--- src/rtl/det_event_logger_pkg.sv ---
// Shared types, default widths and helpers for the detector event logger.
package det_pkg;

  localparam int GAP_W_DEF = 8;
  localparam int SEQ_W_DEF = 4;
  localparam int CNT_W_DEF = 16;
  localparam int DEPTH_DEF = 4;

  // Record layout at the default widths; the FIFO payload packs gap above seq.
  typedef struct packed {
    logic [GAP_W_DEF-1:0] gap;
    logic [SEQ_W_DEF-1:0] seq;
  } det_evt_t;

  // Saturating increment of a w-bit quantity carried in 32 bits.
  function automatic logic [31:0] sat_inc(input logic [31:0] v, input int w);
    logic [31:0] max_v;
    max_v = (w >= 32) ? '1 : ((32'd1 << w) - 32'd1);
    return (v >= max_v) ? max_v : v + 32'd1;
  endfunction

endpackage

--- src/rtl/det_event_logger_if.sv ---
// Valid/ready record stream from the event logger to the host/monitor.
interface det_event_logger_if
  import det_pkg::*;
#(
  parameter int GAP_W = GAP_W_DEF,
  parameter int SEQ_W = SEQ_W_DEF
);
  logic             out_valid;
  logic             out_ready;
  logic [GAP_W-1:0] out_gap;
  logic [SEQ_W-1:0] out_seq;

  modport master (output out_valid, output out_gap, output out_seq, input  out_ready);
  modport slave  (input  out_valid, input  out_gap, input  out_seq, output out_ready);
endinterface

--- src/rtl/det_event_logger_fifo.sv ---
// Synchronous first-word-fall-through FIFO; head reads as zero while empty.
module det_evt_fifo
  import det_pkg::*;
#(
  parameter int DEPTH = DEPTH_DEF,
  parameter int W     = GAP_W_DEF + SEQ_W_DEF
) (
  input  logic         clk,
  input  logic         rstn,
  input  logic         clear,
  input  logic         push,
  input  logic         pop,
  input  logic [W-1:0] din,
  output logic [W-1:0] dout,
  output logic         full,
  output logic         empty
);
  localparam int AW = $clog2(DEPTH);

  logic [W-1:0]  mem_reg [DEPTH];
  logic [AW-1:0] wr_ptr_reg;
  logic [AW-1:0] rd_ptr_reg;
  logic [AW:0]   count_reg;
  logic          do_pop;
  logic          do_push;

  assign empty   = (count_reg == '0);
  assign full    = (count_reg == (AW+1)'(DEPTH));
  assign do_pop  = pop && !empty;
  // A full FIFO can still take a word when the head leaves in the same cycle.
  assign do_push = push && (!full || do_pop);
  assign dout    = empty ? '0 : mem_reg[rd_ptr_reg];

  always_ff @(posedge clk) begin
    if (do_push) begin
      mem_reg[wr_ptr_reg] <= din;
    end
  end

  always_ff @(posedge clk) begin
    if (!rstn || clear) begin
      wr_ptr_reg <= '0;
      rd_ptr_reg <= '0;
      count_reg  <= '0;
    end else begin
      if (do_push) wr_ptr_reg <= wr_ptr_reg + 1'b1;
      if (do_pop)  rd_ptr_reg <= rd_ptr_reg + 1'b1;
      case ({do_push, do_pop})
        2'b10:   count_reg <= count_reg + 1'b1;
        2'b01:   count_reg <= count_reg - 1'b1;
        default: count_reg <= count_reg;
      endcase
    end
  end
endmodule

--- src/rtl/det_event_logger.sv ---
// Converts qualified detector verdicts into {gap, seq} records, buffers them and counts drops.
module det_event_logger
  import det_pkg::*;
#(
  parameter int GAP_W = GAP_W_DEF,
  parameter int SEQ_W = SEQ_W_DEF,
  parameter int CNT_W = CNT_W_DEF,
  parameter int DEPTH = DEPTH_DEF
) (
  input  logic               clk,
  input  logic               rstn,
  input  logic               bit_valid,
  input  logic               detect,
  input  logic               clear,
  det_event_logger_if.master out_if,
  output logic [CNT_W-1:0]   total_cnt,
  output logic [CNT_W-1:0]   drop_cnt,
  output logic               overflow
);
  localparam int PW = GAP_W + SEQ_W;

  logic             bv_d_reg;
  logic [GAP_W-1:0] gap_cnt_reg;
  logic [SEQ_W-1:0] seq_cnt_reg;
  logic [CNT_W-1:0] total_cnt_reg;
  logic [CNT_W-1:0] drop_cnt_reg;
  logic             overflow_reg;

  logic          evt;
  logic          pop;
  logic          accept;
  logic          fifo_full;
  logic          fifo_empty;
  logic [PW-1:0] fifo_dout;

  // detect is updated on the bit_valid edge, so pairing it with the delayed
  // strobe samples exactly one verdict per consumed bit.
  assign evt    = bv_d_reg && detect;
  assign pop    = !fifo_empty && out_if.out_ready;
  assign accept = evt && (!fifo_full || pop);

  det_evt_fifo #(.DEPTH(DEPTH), .W(PW)) u_fifo (
    .clk   (clk),
    .rstn  (rstn),
    .clear (clear),
    .push  (accept),
    .pop   (pop),
    .din   ({gap_cnt_reg, seq_cnt_reg}),
    .dout  (fifo_dout),
    .full  (fifo_full),
    .empty (fifo_empty)
  );

  assign out_if.out_valid = !fifo_empty;
  assign out_if.out_gap   = fifo_dout[PW-1:SEQ_W];
  assign out_if.out_seq   = fifo_dout[SEQ_W-1:0];

  always_ff @(posedge clk) begin
    if (!rstn || clear) begin
      bv_d_reg      <= 1'b0;
      gap_cnt_reg   <= '0;
      seq_cnt_reg   <= '0;
      total_cnt_reg <= '0;
      drop_cnt_reg  <= '0;
      overflow_reg  <= 1'b0;
    end else begin
      bv_d_reg <= bit_valid;
      if (evt) begin
        // The triggering bit was already counted; a bit arriving now starts the next gap.
        gap_cnt_reg   <= bit_valid ? GAP_W'(1) : '0;
        seq_cnt_reg   <= seq_cnt_reg + 1'b1;
        total_cnt_reg <= CNT_W'(sat_inc(32'(total_cnt_reg), CNT_W));
        if (!accept) begin
          drop_cnt_reg <= CNT_W'(sat_inc(32'(drop_cnt_reg), CNT_W));
          overflow_reg <= 1'b1;
        end
      end else if (bit_valid) begin
        gap_cnt_reg <= GAP_W'(sat_inc(32'(gap_cnt_reg), GAP_W));
      end
    end
  end

  assign total_cnt = total_cnt_reg;
  assign drop_cnt  = drop_cnt_reg;
  assign overflow  = overflow_reg;
endmodule

--- src/flat_wrapper.sv ---
// flat-port wrapper written by rule: the top's interface ports become plain ports
module det_event_logger_flat import det_pkg::*;
#(
  parameter int GAP_W = GAP_W_DEF,
  parameter int SEQ_W = SEQ_W_DEF,
  parameter int CNT_W = CNT_W_DEF,
  parameter int DEPTH = DEPTH_DEF
)
  (clk, rstn, bit_valid, detect, clear, total_cnt, drop_cnt, overflow, out_if_out_valid, out_if_out_gap, out_if_out_seq, out_if_out_ready);
  det_event_logger_if #(.GAP_W(GAP_W), .SEQ_W(SEQ_W)) out_if_i ();
  input  logic clk;
  input  logic rstn;
  input  logic bit_valid;
  input  logic detect;
  input  logic clear;
  output logic [CNT_W-1:0] total_cnt;
  output logic [CNT_W-1:0] drop_cnt;
  output logic overflow;
  output wire logic [$bits(out_if_i.out_valid)-1:0] out_if_out_valid;
  output wire logic [$bits(out_if_i.out_gap)-1:0] out_if_out_gap;
  output wire logic [$bits(out_if_i.out_seq)-1:0] out_if_out_seq;
  input wire logic [$bits(out_if_i.out_ready)-1:0] out_if_out_ready;
  assign out_if_out_valid = out_if_i.out_valid;
  assign out_if_out_gap = out_if_i.out_gap;
  assign out_if_out_seq = out_if_i.out_seq;
  assign out_if_i.out_ready = out_if_out_ready;
  det_event_logger #(.GAP_W(GAP_W), .SEQ_W(SEQ_W), .CNT_W(CNT_W), .DEPTH(DEPTH)) u_core (.clk(clk), .rstn(rstn), .bit_valid(bit_valid), .detect(detect), .clear(clear), .out_if(out_if_i), .total_cnt(total_cnt), .drop_cnt(drop_cnt), .overflow(overflow));
endmodule
--- config.mk ---
export PLATFORM = sky130hd
export DESIGN_NAME = det_event_logger_flat
export DESIGN_NICKNAME = d
export VERILOG_FILES = /design/src/rtl/det_event_logger_pkg.sv /design/src/rtl/det_event_logger_if.sv /design/src/rtl/det_event_logger_fifo.sv /design/src/rtl/det_event_logger.sv /design/src/flat_wrapper.sv
export SDC_FILE = /design/constraint.sdc
export NUM_CORES = 1
export LEC_CHECK = 0
export BUFFER_PORTS_ARGS = -buffer_cell sky130_fd_sc_hd__buf_2
export CELL_PAD_IN_SITES_DETAIL_PLACEMENT = 0
export CELL_PAD_IN_SITES_GLOBAL_PLACEMENT = 2
export CORE_MARGIN = 8
export CORE_UTILIZATION = 44
export CTS_BUF_LIST = sky130_fd_sc_hd__clkbuf_2 sky130_fd_sc_hd__clkbuf_4 sky130_fd_sc_hd__clkbuf_8
export DETAILED_ROUTE_END_ITERATION = 6
export GPL_ROUTABILITY_DRIVEN = 0
export GPL_TIMING_DRIVEN = 0
export PLACE_DENSITY = 0.95
export SLEW_MARGIN = 10
export SYNTH_ARGS = -nofsm -noshare
export SYNTH_HDL_FRONTEND = slang
export SYNTH_SLANG_ARGS = --single-unit
--- constraint.sdc ---
create_clock -name clk -period 3.3 [get_ports clk]
set_clock_uncertainty 0.05 [all_clocks]
set_input_delay 0.165 -clock clk [delete_from_list [all_inputs] [get_ports clk]]
set_output_delay 0.165 -clock clk [all_outputs]
set_load 0.01 [all_outputs]
==> results.md, run 1 <==
Status:
- The flow ran to the end, and the final reports show no timing, DRC or antenna violations.

Worst setup path:
- STA puts the critical path data arrival time at 2760 ps.
- The length in cells of the worst reg-to-reg path is 9.
- The critical path data required time is 3540 ps.
- The category of the worst setup path capture point is a flop.
- The worst setup path startpoint is u_core.u_fifo.count_reg[0]$_SDFFE_PP0P_.
- Setup slack on the worst reg-to-reg path comes out at 790 ps.
- STA classifies the critical path startpoint as a flop.
- The endpoint of the worst register-to-register path is u_core.u_fifo.count_reg[2]$_SDFFE_PP0P_.
- The reg-to-reg critical path startpoint is u_core.u_fifo.count_reg[0]$_SDFFE_PP0P_.
- The end of the critical path is u_core.u_fifo.count_reg[2]$_SDFFE_PP0P_.
- The critical path is of the flop to flop type.
- The top fanout value on the critical path is 5.

Yosys:
- Yosys attributes the largest share of cell area to edfxtp_1 (33%), dfxtp_1 (25%), mux4_2 (6.1%).
- For this run, the number of Yosys warnings is 0.
- The synthesized instance count is 368.
- After synthesis the cells add up to 0.00441 mm².
- Counting flops with an async set or reset pin after synthesis yields a share of 0%.
- For this run, the register share of the synthesized area comes to 57.7%.
- The number of synthesized flops with an enable pin is 48.
- In this run the biggest area consumer among cell types represents 32.7% of the synthesized area.
- Synthesis inferred 103 register bits.
- The average size of a mapped cell is 12.0 µm².
- The primary flip-flop cell chosen by synthesis mapping is dfxtp_1.
- Synthesis produced a netlist with a net count of 384.
- edfxtp_1 takes more of the synthesized area than any other cell.
- Counting distinct cell types in the post-synthesis netlist gives 40.

Cells and area:
- The total number of nets in the final design is 446.
- The post-route core utilization is 51.8%.
- The flip-flop count of the largest register, all copies and words added is 48.
- The repair_antennas step left the layout with diodes totalling 0.
- The layout overhead on the synthesized area is 14.3%.
- The fraction of final layout cells sized beyond drive strength 1 is 20.2%.

STA:
- Setup violations remaining at the end of the flow were counted as 0.
- Setup repair after global routing left no endpoint under its margin.
- The share of the clock period used by the worst path is 76.2%.
- The final number of hold-violating endpoints is 0.
- Hold timing on the final database bottoms out at a slack of 31.7 ps.
- Summed over all failing endpoints, the final setup total negative slack is 0 ps.
- The maximum operating frequency is 398 MHz.
- The number of max-slew violations in the final report is 0.
- The post-route minimum period is 2510 ps.
- The slew at the pin with the worst max-slew slack is 724 ps.
- Headroom to the max-slew limit came out at 51.3%.

Flow run:
- The max-capacitance violation count is 0.

Global route:
- The first global-routing pass estimated 14800 µm of wire.
- The number of global-route vias before repair was 3045.
- For this run the aggregate overflow at the end of global routing stands at 0.
- The number of antenna violations at the first check in global routing is 0.
- The largest net degree at the start of global routing is 22.
- For this run, the total global-route usage over all layers was measured as 13.7%.

Clock network:
- The level count of the clock H-tree is 3.
- The maximum buffer depth of the clock tree is 2.
- The number of setup buffers added after CTS is 0.
- Post-CTS repair changed the size of 0 cells.
- The clock transition at the registers of the reported paths is 120 ps.
- Counting the buffers created by CTS gives 9.
- TritonCTS built the clock tree.
- The clock latency on the worst-skew pair is 360 ps.
- In this run the clock root is driven by a clkbuf_8.
- Counting every sink on the clock net gives 103.
- The number of hold buffers added after CTS was 0.

Floorplan:
- The area of the core region is 0.00973 mm².
- The initial utilization of the core area, before any placement, comes to 45.3%.
- In this run the horizontal extent of the chip is 116 µm.
- The die covers 0.0135 mm².
- Measured along the y axis, the die boundary spans 116 µm.
- For this design the top-level I/O count stands at 52.
- The floorplan has 36 rows.

Drt:
- For this block, the initial DRC count from the detailed router was 139.
- The count of nets left with antenna violations once routing finished came out at 0.
- Before antenna repair, the detailed router went through 4 iterations.
- The detailed router placed 3065 vias in this run.
- Using the TritonRoute via totals, the vias-per-cell ratio works out to 5.40.
- The wire length per cell is 15.6 µm.
- In the routed design, unresolved DRC markers number 0.
- After detailed routing, the total wire length is 8870 µm.

Pwr:
- Across the VDD grid, the largest voltage drop is 242 µV.
- Dividing total power by cell area gives a power density of 432 mW/mm².
- In this run the static leakage power is 1.84 nW.

Min path:
- The path class of the tightest hold or removal check is input pin to flop.

Placed design:
- The sum of net half-perimeters after detailed placement is 6160 µm.
- The count of buffers inserted at the top-level ports is 51.
[critical path, cell delays in order, from the launching register on]
cell	delay, ps
dfxtp_1	360
nor4b_1	570
nor2_1	170
inv_1	100
ha_1	170
inv_1	60
fa_1	370
xor2_1	160
or3_1	300
a21oi_1	140
[routing by layer]
metal | wire length (µm) | vias up | GRT usage (%)
met2 | 4260 | 53 | 21.8
met5 | 0 | - | 0
li1 | - | 1505 | -
met3 | 343 | 8 | 2.74
met1 | 4190 | 1499 | 18.2
met4 | 72 | 0 | 5.01
[final cells by class]
cell class | instances | area, µm²
tap | 133 | 166
clock buffer | 9 | 124
clock inverter | 7 | 86.3
buffer | 14 | 62.6
fill | 891 | 4690
multi-input combinational | 239 | 1760
timing repair buffer | 51 | 255
sequential | 103 | 2540
inverter | 12 | 45.0
[where the power goes]
part	internal, mW	switching (mW)
logic	0.0164	0.0299
clock network	0.308	0.488
registers	1.33	0.00543
total	1.66	0.524
[synth_stat cells, types with 10 or more instances]
library cell  count
nand3_1          14
a21oi_1          30
a31oi_1          12
mux4_2           12
nand2_1          16
and3_1           12
edfxtp_1         48
nor2_1           21
inv_1            12
dfxtp_1          55
nand4_1          10
xnor2_1          16
nor3_1           11
clkbuf_1         11
and2_1           17
[per-stage QoR]
stage	instance area, µm²	total power, mW	setup WS (ps)	instances
final	5040	2.18	785	568
after global routing	5040	2.26	522	568
after CTS	5040	2.20	749	568
after detailed placement	4830	1.41	755	552
after global placement	4830	1.41	759	552
after floorplan	4410	1.39	1090	368
[logic make-up after synthesis]
group                      after synthesis  share of synthesized area [%]
AOI/OAI and AO/OA                       63                           8.60
DFF                                    103                           57.7
muxes                                   13                           6.36
and+or+nand+nor                        128                           16.9
adders and majority gates               10                           3.01
buffers and inverters                   26                           2.44
xor gates and xnor gates                25                           4.97
[placed cells by master (no fill, tap or decap), types with 3 or more instances in the layout]
master,netlist,routed
o21ai_0,8,8
edfxtp_1,48,48
nor3_1,11,11
and2_1,17,17
xor2_1,9,9
nand4_1,10,10
a31oi_1,12,12
and3_1,12,12
clkbuf_8,0,9
mux4_2,12,12
dfxtp_1,55,55
and4_1,3,3
clkbuf_1,11,11
a211oi_1,4,4
a311oi_1,3,3
nor2b_1,3,3
a41o_1,3,3
inv_1,12,12
nor4_1,8,8
nand2_1,16,16
buf_2,2,53
ha_1,9,9
xnor2_1,16,16
nor2_1,21,21
nand3_1,14,14
a21oi_1,30,30
[worst min path at each step]
stage	startpoint	endpoint	slack, ps	depth (start not counted)
after floorplan	bit_valid	u_core.gap_cnt_reg[1]$_SDFFE_PP0P_	220	1
after detailed placement	bit_valid	u_core.gap_cnt_reg[1]$_SDFFE_PP0P_	430	2
after global routing	bit_valid	u_core.gap_cnt_reg[1]$_SDFFE_PP0P_	40	2
after global placement	bit_valid	u_core.gap_cnt_reg[1]$_SDFFE_PP0P_	420	2
final	bit_valid	u_core.gap_cnt_reg[1]$_SDFFE_PP0P_	30	2
after CTS	bit_valid	u_core.gap_cnt_reg[1]$_SDFFE_PP0P_	20	2
(Power assumes the default switching activity.)
==> run 2: changes to the inputs <==
CORE_UTILIZATION = 37   (was 44)
PLACE_DENSITY = 0.89   (was 0.95)
clock period = 2.1 ns   (was 3.3 ns; I/O delays follow)
==> results.md, run 2 (synthesized netlist as in run 1, its figures left out) <==
Floorplan:
- The area of the core region is 0.0118 mm².
- The die covers 0.0157 mm².
- The floorplan has 40 rows.
- The effective utilization at floorplan is 37.3%.
- The horizontal die dimension is 125 µm.
- For this design the top-level I/O count stands at 52.
- The die is 125 µm tall.

STA:
- Setup violations remaining at the end of the flow were counted as 1.
- The number of max-slew violations in the final report came to 0.
- Measured against its own limit, the worst slew margin works out to 60.6%.
- At the pin with the least slew margin, the transition time is 591 ps.
- The worst setup slack after layout is -16.3 ps.
- Summed over all failing endpoints, the final setup total negative slack is -16.3 ps.
- The final number of hold-violating endpoints is 0.
- The share of the clock period used by the worst path is 101%.
- The maximum operating frequency is 473 MHz.
- The smallest hold slack is 68.9 ps.
- Counting I/O delays and the setup requirement, the final critical path takes 2120 ps.
- Setup repair after global routing could not meet its margin everywhere.

Drt:
- The total detailed-routing wirelength is 8920 µm.
- Once detail routing completed, the nets flagged for antenna violations numbered 0.
- The number of DRC violations after detailed routing is 0.
- For this block, the initial DRC count from the detailed router was 149.
- The number of iterations in the first detailed-routing pass is 4.
- After detailed routing, the average wire length per cell comes to 15.2 µm.
- The routed layout has 3028 vias.
- After detailed routing, the number of vias per cell comes to 5.17.

Worst setup path:
- The worst setup path is of the flop to flop kind.
- The largest single stage delay on the critical path is 380 ps.
- Counting both buffers and inverters, the worst setup path holds a total of 2.
- Grouping stages by cell kind, the critical path spends the most delay in simple AND/OR/NAND/NOR gates.
- The critical path data required time is 2340 ps.
- Across all register-to-register paths, the minimum setup slack is -20 ps.
- For the worst setup path, the data arrival time is 2350 ps.
- The critical path goes through nor4b_4 -> nor2_2 -> inv_2 -> ha_4 -> inv_2 -> fa_2 -> xor2_1 -> or3_1 -> a21oi_2.
- The top fanout value on the critical path is 5.
- The cell repeated most along the worst path is inv_2.
- The worst setup path is launched from a flop.
- The largest individual stage delay along the critical path comes from the cell dfxtp_4.
- STA classifies the critical path endpoint as a flop.

Global route:
- Entering global routing, the biggest net connects 21 pins.
- The first global-routing pass estimated 15000 µm of wire.
- Global routing used 11.6% of the available tracks.
- The number of antenna violations at the first check in global routing was 0.
- The number of global-route vias before repair is 2954.
- Global routing finished with a remaining overflow of 0.

Clock network:
- The level count of the clock H-tree is 3.
- The clock transition at the registers of the reported paths is 110 ps.
- The clock root buffer master is clkbuf_8.
- The clock buffer count from CTS is 9.
- For the worst-skew pair, the clock arrives at the later sink with an insertion delay of 360 ps.
- The maximum buffer depth of the clock tree is 2.
- The TritonCTS clock tree is done.
- The count of clock tree sinks is 103.

Flow run:
- The max-capacitance violation count is 0.

Cells and area:
- The layout overhead on the synthesized area is 17.3%.
- Once layout is complete, the utilization of the core stands at 43.8%.
- Of the cells placed in the final design, the portion with a size suffix greater than 1 is 25.7%.
- In the final design database the tool counted 450 nets.
- Leaving out fill and tap cells, the most frequent cells in the layout are buf_2 (52), dfxtp_1 (52), edfxtp_1 (48), a21oi_1 (29), nor2_1 (20).
- The register with the most flip-flops in the layout has 48 of them.
- 0 antenna diodes ended up in the layout.

Pwr:
- Across the VDD grid, the largest voltage drop is 288 µV.
- The leakage power figure is 1.90 nW.
- Dividing total power by cell area gives a power density of 655 mW/mm².

Status:
- The checks that failed: negative setup slack.
- The flow ran to the end, but the final reports show violations.

Placed design:
- The HPWL after detailed placement is 6310 µm.
- The count of buffers inserted at the top-level ports is 51.

Min path:
- The path class of the tightest hold or removal check is input pin to flop.
run 2: changes by cell type in the layout (fill, tap and decap cells not counted), moves of 2 or more:
cell,delta
and2_1,-2
clkinv_8,-2
and3_1,-4
buf_4,+4
clkbuf_2,+2
inv_1,-2
inv_8,+3
dfxtp_1,-3
and3_4,+3
dfxtp_2,+2
clkbuf_1,-3
inv_2,+2
run 2: area by class of cell:
| class | count | area [µm²] |
|---|---|---|
| clock buffers | 9 | 124 |
| clock inverters | 7 | 71.3 |
| multi-input cells | 239 | 1840 |
| well taps | 147 | 184 |
| plain buffers | 13 | 67.6 |
| inverters | 12 | 45.0 |
| flip-flops and latches | 103 | 2550 |
| fillers | 1130 | 6640 |
| repair buffers | 56 | 295 |
run 2: metal layers:
| metal | wire [µm] | global-route usage (%) |
|---|---|---|
| met1 | 4140 | 14.6 |
| met2 | 4240 | 18.9 |
| met3 | 460 | 3.27 |
| met4 | 82 | 3.80 |
| met5 | 0 | 0 |
run 2: path summary, 6_finish.rpt:
kind / cells past startpoint / start / to
setup / recovery: 9 / u_core.u_fifo.count_reg[1]$_SDFFE_PP0P_ / u_core.u_fifo.count_reg[2]$_SDFFE_PP0P_
hold / removal: 3 / clear / u_core.total_cnt[10]$_SDFFE_PP0N_
setup reg to reg: 9 / u_core.u_fifo.count_reg[1]$_SDFFE_PP0P_ / u_core.u_fifo.count_reg[2]$_SDFFE_PP0P_
hold reg to reg: 2 / u_core.overflow$_SDFFE_PP0P_ / u_core.overflow$_SDFFE_PP0P_
run 2: worst min-delay path, stage by stage:
cell,delay [ps]
buf_2,80
nor2b_1,110
o211a_1,140
run 2: through the flow:
step | cells | power [mW] | area [µm²] | setup slack (ps)
final | 586 | 3.39 | 5170 | -16.3
after global routing | 586 | 3.51 | 5170 | -79.1
after CTS | 584 | 3.42 | 5130 | 14.7
after detailed placement | 566 | 2.22 | 4850 | -358
after global placement | 566 | 2.22 | 4850 | -322
after floorplan | 368 | 2.19 | 4410 | 2.81
run 2: repair_timing:
| action | CTS | global route |
|---|---|---|
| endpoints found under the hold margin | 1 | 0 |
| resized for setup | 20 | 9 |
| setup endpoints to repair | 73 | 31 |
| setup buffers | 2 | 2 |
| pin swaps | 4 | 7 |
| hold buffers | 1 | 0 |
run 2: report_power, final:
group	internal (mW)	total, mW	switching (mW)
sequential	2.09	2.10	0.00892
clock	0.471	1.21	0.737
combinational	0.0304	0.0795	0.0491
==> run 3: changes to the inputs <==
PLACE_DENSITY = 0.8   (was 0.89)
==> results.md, run 3 (synthesized netlist as in run 1, its figures left out) <==
Clock network:
- The maximum buffer depth of the clock tree is 2.
- The clock root buffer master is clkbuf_8.
- The clock buffer count from CTS is 9.
- The TritonCTS clock tree is done.
- The clock latency on the worst-skew pair is 370 ps.
- The clock tree synthesis step divided the H-tree into 3 levels.
- Clock-pin slew was measured on the worst setup and hold paths at 120 ps.
- The clock drives 103 sinks.

STA:
- In this run the tightest slew margin relative to its limit is 58.7%.
- The post-route minimum period is 2100 ps.
- Derived from the worst setup path, the maximum achievable clock frequency is 476 MHz.
- Setup repair after global routing could not meet its margin everywhere.
- Setup violations remaining at the end of the flow were counted as 0.
- The smallest hold slack is 16.5 ps.
- The share of the clock period used by the worst path is 100%.
- The slew at the pin with the worst max-slew slack is 620 ps.
- The worst setup slack after layout is 0.912 ps.
- The number of max-slew violations in the final report is 0.
- The final number of hold-violating endpoints came to 0.

Drt:
- The antenna violation net count after detailed routing is 0.
- The number of iterations in the first detailed-routing pass is 4.
- After detailed routing, the total wire length is 9160 µm.
- Dividing the detail-routed wire length by the instance count gives 15.6 µm.
- In the routed layout, each cell is associated on average with a via count of 5.18.
- The first routing iteration left 214 violations.
- The detailed router placed 3041 vias in this run.
- In the routed design, unresolved DRC markers number 0.

Worst setup path:
- The signal on the critical path passes through nor4b_4 -> nor2_2 -> inv_1 -> ha_2 -> inv_2 -> fa_2 -> xor2_1 -> or3_1 -> a21oi_1.
- The standard cell with the maximum stage delay on the critical path is dfxtp_4.
- Of all nets on the critical path, the largest fanout is 4.
- The setup path with the least slack is of type flop to flop.
- The length in cells of the worst reg-to-reg path is 9.
- At the worst endpoint, the required time is 2350 ps.
- The arrival time of data at the critical path endpoint is 2350 ps.
- The worst setup path is captured at a flop.
- The worst register-to-register path ends at u_core.u_fifo.count_reg[2]$_SDFFE_PP0P_.
- The setup slack of the most critical reg-to-reg path is 0.9 ps.
- The largest single stage delay on the critical path is 380 ps.
- The top cell family by delay on the critical path is simple AND/OR/NAND/NOR gates.
- The startpoint identified for the worst register-to-register timing path is u_core.u_fifo.count_reg[1]$_SDFFE_PP0P_.
- STA classifies the critical path startpoint as a flop.
- The number of buffer and inverter stages on the critical path is 2.

Placed design:
- The count of buffers inserted at the top-level ports is 51.
- At the placement stage, the worst setup path has a slack of -378 ps.
- The placement-stage cell area is 0.00485 mm².
- The sum of net half-perimeters after detailed placement is 6360 µm.
- After detailed placement, the design holds a cell count of 566.

Min path:
- The worst hold path passes through 3 cells.
- The tightest min-delay check is of the input pin to flop type.
- The worst hold path begins at clear.
- The end point of the most critical hold path is u_core.total_cnt[10]$_SDFFE_PP0N_.

Cells and area:
- Cells with a size suffix above 1 make up 25.7% of the layout.
- The layout overhead on the synthesized area is 17.7%.
- The register with the most flip-flops in the layout has 48 of them.
- Once layout is complete, the cells apart from fillers number 587.
- The count of inserted antenna diode cells is 0.
- The library cells used most frequently in the layout, excluding fill and tap cells, are buf_2 (52), dfxtp_1 (51), edfxtp_1 (48), a21oi_1 (30), nor2_1 (20).
- For this run, the post-layout net count is 451.
- The commonest non-fill, non-tap cell in the layout is buf_2.
- The finished cells cover 0.00519 mm².

Pwr:
- The leakage power figure is 1.91 nW.
- IR analysis of the VDD net gives a maximum drop of 396 µV.
- Dividing total power by cell area gives a power density of 664 mW/mm².

Global route:
- The number of global-route vias before repair came to 2994.
- Entering global routing, the biggest net connects 22 pins.
- The total congestion overflow after global routing is 0.
- Global routing consumed, over all layers together, 11.9% of the routing resources.
- The number of antenna violations at the first check in global routing is 0.
- The first global-routing pass estimated 15300 µm of wire.

Floorplan:
- The site row count is 40.
- From left edge to right edge, the die measures 125 µm.
- From bottom edge to top edge, the die measures 125 µm.
- The effective utilization at floorplan is 37.3%.
- The die covers 0.0157 mm².
- 52 I/O pins were placed.
- The floorplan step defined a core boundary enclosing 0.0118 mm².

Flow run:
- The tool flagged a number of max-cap violations equal to 0.

Status:
- The run finished with clean final reports.
run 3: area by class of cell:
class,instances,area [µm²]
buffer,13,67.6
clock buffer,9,124
clock inverter,7,88.8
fill,1121,6620
inverter,12,45.0
multi-input combinational,239,1830
sequential,103,2550
tap,147,184
timing repair buffer,57,303
run 3: where the power goes:
part,switching (mW),total [mW],internal (mW)
registers,0.00848,2.10,2.09
clock network,0.789,1.27,0.482
logic,0.0485,0.0773,0.0288
run 3: routing by layer:
| layer | GRT usage, % | up-vias | wire length [µm] |
|---|---|---|---|
| met4 | 3.65 | 0 | 94 |
| met2 | 19.3 | 58 | 4210 |
| met1 | 15.2 | 1465 | 4450 |
| met5 | 0 | - | 0 |
| met3 | 3.02 | 8 | 399 |
| li1 | - | 1510 | - |
run 3: stage by stage:
stage                     power, mW  setup TNS [ps]  utilization [%]
after global routing           3.59            -110             43.9
after floorplan                2.19               0                -
after global placement         2.22          -20340             41.1
after CTS                      3.49           -6.21             43.7
final                          3.45               0             43.9
after detailed placement       2.22          -20200             41.1
run 3: worst max-delay path by stage:
stage,startpoint,to,slack [ps],cells after the start
floorplan,u_core.u_fifo.count_reg[0]$_SDFFE_PP0P_,u_core.u_fifo.count_reg[2]$_SDFFE_PP0P_,3,9
global placement,u_core.bv_d_reg$_SDFF_PP0_,u_core.u_fifo.mem_reg[3][7]$_DFFE_PP_,-370,4
detailed placement,u_core.bv_d_reg$_SDFF_PP0_,u_core.u_fifo.mem_reg[0][7]$_DFFE_PP_,-380,4
CTS,u_core.u_fifo.count_reg[1]$_SDFFE_PP0P_,u_core.u_fifo.count_reg[2]$_SDFFE_PP0P_,-6,9
global route,u_core.u_fifo.count_reg[1]$_SDFFE_PP0P_,u_core.u_fifo.count_reg[2]$_SDFFE_PP0P_,-110,9
finish,u_core.u_fifo.count_reg[1]$_SDFFE_PP0P_,u_core.u_fifo.count_reg[2]$_SDFFE_PP0P_,0.9,9
run 3: timing repair:
action / 4_1_cts / 5_1_grt
cloned: 0 / 0
resized for setup: 20 / 7
pin swaps: 4 / 3
hold endpoints to repair: 1 / 0
hold buffers: 1 / 0
endpoints found under the setup margin: 76 / 48
setup buffers: 4 / 1
run 3: worst min-delay path, delay by kind of cell:
family	cells	cell delay, ps
simple gates	1	100
compound gates	1	120
buf+inv	1	80
